**config.mk**
```make
export PLATFORM = sky130hd
export DESIGN_NAME = count_seq_decoder
export DESIGN_NICKNAME = d
export VERILOG_FILES = /design/src/rtl/count_seq_pkg.sv /design/src/rtl/count_delta_classify.sv /design/src/rtl/count_seq_decoder.sv
export SDC_FILE = /design/constraint.sdc
export NUM_CORES = 1
export LEC_CHECK = 0
export ABC_AREA = 0
export BUFFER_PORTS_ARGS = -buffer_cell sky130_fd_sc_hd__buf_2
export CAP_MARGIN = 10
export CELL_PAD_IN_SITES_DETAIL_PLACEMENT = 1
export CELL_PAD_IN_SITES_GLOBAL_PLACEMENT = 1
export CORE_ASPECT_RATIO = 1.25
export CORE_MARGIN = 5
export CORE_UTILIZATION = 33
export DETAILED_ROUTE_END_ITERATION = 12
export GPL_TIMING_DRIVEN = 0
export PLACE_DENSITY = 0.73
export SLEW_MARGIN = 5
export SYNTH_ARGS = -nofsm -noshare
export SYNTH_HDL_FRONTEND = slang
export SYNTH_HIERARCHICAL = 1
export SYNTH_SLANG_ARGS = --single-unit
```
**constraint.sdc**
```tcl
create_clock -name clk -period 2.15 [get_ports clk]
set_clock_uncertainty 0.05 [all_clocks]
set_input_delay 0.1075 -clock clk [delete_from_list [all_inputs] [get_ports clk]]
set_output_delay 0.1075 -clock clk [all_outputs]
set_load 0.05 [all_outputs]
```
**src/rtl/count_seq_pkg.sv**
```systemverilog
// Shared types and constants for the odd/even up/down counter sequence decoder.
//   state_t          : acquisition/lock FSM states
//   DELTA_*          : legal 4-bit step deltas (mod 16)
//   CNT_W / ERR_W    : observed counter width / error counter width
package count_seq_pkg;

  localparam int unsigned CNT_W = 4;
  localparam int unsigned ERR_W = 8;

  localparam logic [CNT_W-1:0] DELTA_UP1 = 4'd1;
  localparam logic [CNT_W-1:0] DELTA_UP2 = 4'd2;
  localparam logic [CNT_W-1:0] DELTA_DN1 = 4'd15;
  localparam logic [CNT_W-1:0] DELTA_DN2 = 4'd14;

  typedef enum logic [1:0] {
    ST_EMPTY = 2'd0,
    ST_ACQ1  = 2'd1,
    ST_ACQ2  = 2'd2,
    ST_LOCK  = 2'd3
  } state_t;

endpackage

```
**src/rtl/count_delta_classify.sv**
```systemverilog
// Combinational step classifier: delta = (cur - prev) mod 16.
//   prev  : previous valid sample
//   cur   : current sample
//   legal : delta is one of +1, +2, -1, -2
//   up    : delta is +1 or +2 (only meaningful when legal)
module count_delta_classify
  import count_seq_pkg::*;
(
  input  logic [CNT_W-1:0] prev,
  input  logic [CNT_W-1:0] cur,
  output logic             legal,
  output logic             up
);

  logic [CNT_W-1:0] delta;
  logic             down;

  // Natural 4-bit wrap gives the modulo-16 difference.
  assign delta = CNT_W'(cur - prev);
  assign up    = (delta == DELTA_UP1) || (delta == DELTA_UP2);
  assign down  = (delta == DELTA_DN1) || (delta == DELTA_DN2);
  assign legal = up || down;

endmodule

```
**src/rtl/count_seq_decoder.sv**
```systemverilog
// Recovers direction and lane parity from an observed odd/even up/down
// counter stream, tracks lock after two consecutive legal steps, and flags
// illegal steps.
//   clk, rst_n : clock, asynchronous active-low reset
//   in_valid   : sample qualifier for in_count
//   in_count   : observed counter value
//   dir        : 1 = counting up, 0 = counting down
//   par        : 1 = even lane, 0 = odd lane
//   locked     : two consecutive legal steps seen
//   seq_err    : one-cycle pulse on an illegal step
//   mode_chg   : one-cycle pulse when (dir,par) changes while locked
//   err_cnt    : saturating illegal-step count
// Build option: define COUNT_SEQ_DECODER_ERRCNT_EN to implement err_cnt;
// otherwise err_cnt is tied to zero.
module count_seq_decoder
  import count_seq_pkg::*;
(
  input  logic             clk,
  input  logic             rst_n,
  input  logic             in_valid,
  input  logic [CNT_W-1:0] in_count,
  output logic             dir,
  output logic             par,
  output logic             locked,
  output logic             seq_err,
  output logic             mode_chg,
  output logic [ERR_W-1:0] err_cnt
);

  state_t           state_q;
  state_t           state_d;
  logic [CNT_W-1:0] prev_q;
  logic             step_legal;
  logic             step_up;
  logic             dir_d;
  logic             par_d;
  logic             seq_err_d;
  logic             mode_chg_d;

  count_delta_classify u_classify (
    .prev  (prev_q),
    .cur   (in_count),
    .legal (step_legal),
    .up    (step_up)
  );

  // State register
  always_ff @(posedge clk or negedge rst_n) begin
    if (!rst_n) state_q <= ST_EMPTY;
    else        state_q <= state_d;
  end

  // Next state and next output values
  always_comb begin
    state_d    = state_q;
    dir_d      = dir;
    par_d      = par;
    seq_err_d  = 1'b0;
    mode_chg_d = 1'b0;
    if (in_valid) begin
      case (state_q)
        ST_EMPTY: state_d = ST_ACQ1;
        ST_ACQ1, ST_ACQ2, ST_LOCK: begin
          if (step_legal) begin
            dir_d   = step_up;
            par_d   = ~in_count[0];
            state_d = (state_q == ST_ACQ1) ? ST_ACQ2 : ST_LOCK;
            // Only a step taken from LOCK can report a mode change.
            if ((state_q == ST_LOCK) && ({dir_d, par_d} != {dir, par}))
              mode_chg_d = 1'b1;
          end else begin
            state_d   = ST_ACQ1;
            seq_err_d = 1'b1;
          end
        end
        default: state_d = ST_EMPTY;
      endcase
    end
  end

  // Registered outputs and last valid sample
  always_ff @(posedge clk or negedge rst_n) begin
    if (!rst_n) begin
      prev_q   <= '0;
      dir      <= 1'b0;
      par      <= 1'b0;
      locked   <= 1'b0;
      seq_err  <= 1'b0;
      mode_chg <= 1'b0;
    end else begin
      if (in_valid) prev_q <= in_count;
      dir      <= dir_d;
      par      <= par_d;
      locked   <= (state_d == ST_LOCK);
      seq_err  <= seq_err_d;
      mode_chg <= mode_chg_d;
    end
  end

`ifdef COUNT_SEQ_DECODER_ERRCNT_EN
  localparam logic [ERR_W-1:0] ERR_MAX = {ERR_W{1'b1}};

  // Saturating illegal-step counter, aligned with the seq_err pulse
  always_ff @(posedge clk or negedge rst_n) begin
    if (!rst_n)                              err_cnt <= '0;
    else if (seq_err_d && (err_cnt != ERR_MAX)) err_cnt <= ERR_W'(err_cnt + 1'b1);
  end
`else
  assign err_cnt = '0;
`endif

endmodule

```
==> results.sh <==
export IMPL_cp_required_ns=2.27
export IMPL_antenna_found_initial=0
export IMPL_grt_usage=0.09679
export IMPL_hp_class="in -> reg"
export IMPL_rsz0062_at_grt="yes"
export IMPL_hold_violations=0
export IMPL_cts_max_level=1
export IMPL_status="finished clean"
export IMPL_nets=98
export IMPL_vias=480
export IMPL_drt_wirelength_per_cell_microns=12.64
export IMPL_cts_tree="yes"
export IMPL_critical_path_max_fanout=2
export IMPL_post_route_period_util=0.9984
export IMPL_synth_seq_area_share=0.4151
export IMPL_drt_total_wl_microns=1340
export IMPL_dpl_cell_area_sq_um=788.3
export IMPL_fmax_mhz=465.9
export IMPL_critPathArrivalTime_ns=2.26
export IMPL_ctsRootBufferMaster="clkbuf_4"
export IMPL_ys_flop_type="dfrtp_1"
export IMPL_final_util=0.4476
export IMPL_slowest_delay_ns=0.44
export IMPL_syn_avg_cell_area_sq_um=11.24
export IMPL_yosys_top_cells_count="dfrtp_1 (11), buf_4 (9), inv_1 (6)"
export IMPL_cp_slowest_cell="fa_1"
export IMPL_drtAntennaViolNets=0
export IMPL_path_buf_inv=1
export IMPL_dpl_hpwl_microns=989.6
export IMPL_ys_async_sr_fraction=1.000
export IMPL_yosysMostFrequentCell="dfrtp_1"
export IMPL_finalInstanceArea_sq_um=877.1
export IMPL_drive_above_1_share=0.4535
export IMPL_cp_top_family="adder cells"
export IMPL_diodes=0
export IMPL_cts_sinks=11
export IMPL_grt_pass1_wl_microns=2166
export IMPL_fp_dieW_microns=50.10
export IMPL_pin_count=20
export IMPL_drv_cap=0
export IMPL_firstDrtPassIters=1
export IMPL_worstPathCellList="ha_2 > inv_2 > fa_1 > xnor2_1 > nand2b_1 > mux2i_4 > o211ai_2 > mux2_4"
export IMPL_setup_viol=0
export IMPL_fin_worst_hold_slack_ns=0.008538
export IMPL_core_area_sq_um=1959
export IMPL_via_per_inst=4.528
export IMPL_synthTopCellsByArea="dfrtp_1 (42%), buf_4 (10%), mux2_2 (6.8%)"
export IMPL_drt_iter0_drc=0
export IMPL_p_leak_nw=0.4532
export IMPL_area_growth_pct=32.26
export IMPL_fin_crit_ns=2.146
export IMPL_critPathLaunchType="flip-flop"
export IMPL_rows=18
export IMPL_gp_congestion=0.6903
export IMPL_port_buffers=11
export IMPL_cts_path_max_buffers=2
export IMPL_grt_max_degree=12
export IMPL_cts_made_buffers=3
export IMPL_synth_edf_count=0
export IMPL_ys_ff_latch=11
export IMPL_mappedNetlistArea_sq_um=663.1
export IMPL_critPathKind="reg -> reg"
export IMPL_vdd_drop_max_uv=391.0
export IMPL_drv_slew=0
export IMPL_die_area_sq_um=3012
export IMPL_synthDominantCellAreaShare=0.4151
export IMPL_grt_overflow=0
export IMPL_synthCells=59
export IMPL_grt_pass1_vias=519
export IMPL_clk_latency_ns=0.27
export IMPL_clk_pin_slew_worst_paths_ns=0.07
export IMPL_synth_top_area_cell="dfrtp_1"
export IMPL_ys_types=23
export IMPL_finalSetupTns_ns=0
export IMPL_yosys_warnings=6
export IMPL_start_util=0.3384
export IMPL_critPathCaptureType="flip-flop"
export IMPL_die_y_microns=60.12
export IMPL_powerDensity_nw_per_um2=1028
export IMPL_drc=0
[where the power goes]
part	switching, W	internal [W]
combinational	0.000276	0.000175
clock	0.0000737	0.0000720
sequential	0.0000459	0.000259
[placed cells by master, fill, tap and decap left out, types with 2 or more instances in the layout]
cell type	count
clkbuf_4	3
inv_1	5
buf_4	13
xnor2_1	3
mux2i_1	2
conb_1	8
buf_2	11
a21oi_1	3
dfrtp_1	11
xor2_1	2
mux2_2	4
[worst paths after layout]
path / startpoint / to / slack, ns / cells past startpoint
worst max-delay path: prev_q[0]$_DFFE_PN0P_ / dir$_DFFE_PN0P_ / 0.004 / 8
worst min-delay path: in_count[0] / par$_DFFE_PN0P_ / 0.009 / 2
worst max register to register: prev_q[0]$_DFFE_PN0P_ / dir$_DFFE_PN0P_ / 0.004 / 8
worst min register to register: prev_q[2]$_DFFE_PN0P_ / prev_q[2]$_DFFE_PN0P_ / 0.46 / 1
max in group asynchronous: rst_n / state_q[1]$_DFF_PN0_ / 1.65 / 2
min in group asynchronous: rst_n / prev_q[0]$_DFFE_PN0P_ / 0.18 / 2
[state kept, by name, summed over array words and instances, names as in the netlist]
signal,count
par,1
mode_chg,1
prev_q,4
seq_err,1
dir,1
state_q,2
locked,1
[cell families (layout without fill, tap and decap cells)]
| group | count (synthesis) | after routing | share of synthesized area |
|---|---|---|---|
| AND/OR/NAND/NOR | 6 | 6 | 0.05284 |
| XOR/XNOR | 6 | 6 | 0.07924 |
| flip-flops | 11 | 11 | 0.4151 |
| AO/OA/AOI/OAI | 8 | 8 | 0.08868 |
| other | 1 | 8 | 0.005655 |
| buffers and inverters | 15 | 35 | 0.1358 |
| multiplexers | 8 | 8 | 0.1358 |
| adder cells (fa/ha/maj) | 4 | 4 | 0.08680 |
[repair_timing]
action | CTS | global route
pin swaps | 1 | 4
setup endpoints to repair | 2 | 6
buffers inserted | 2 | 2
hold buffers | 1 | 0
hold endpoints to repair | 11 | 0
gates resized for setup | 3 | 0
[through the flow]
stage	worst slack [ns]	cells	power, W
after floorplan	0.007387	66	0.0006252
after detailed placement	-0.1645	97	0.0007086
final	0.003521	106	0.0009018
after global routing	-0.1197	106	0.0009529
after CTS	0.00006906	104	0.0008996
after global placement	-0.1271	97	0.0006936
[routing by layer]
layer | up-vias | global-route usage | wire length (microns)
li1 | 236 | - | -
met1 | 228 | 0.09495 | 506
met2 | 14 | 0.1849 | 743
met3 | 2 | 0.01746 | 59
met4 | 0 | 0.05618 | 30
met5 | - | 0 | 0
[final cells by class]
type	instances	area (sq um)
clock buffer	4	26.28
sequential	11	275.3
multi-input combinational	40	365.4
timing repair buffer	16	95.09
inverter	6	22.52
fill	224	1082
buffer	9	67.56
tap	20	25.02
Power figures use the tool's default switching activity.
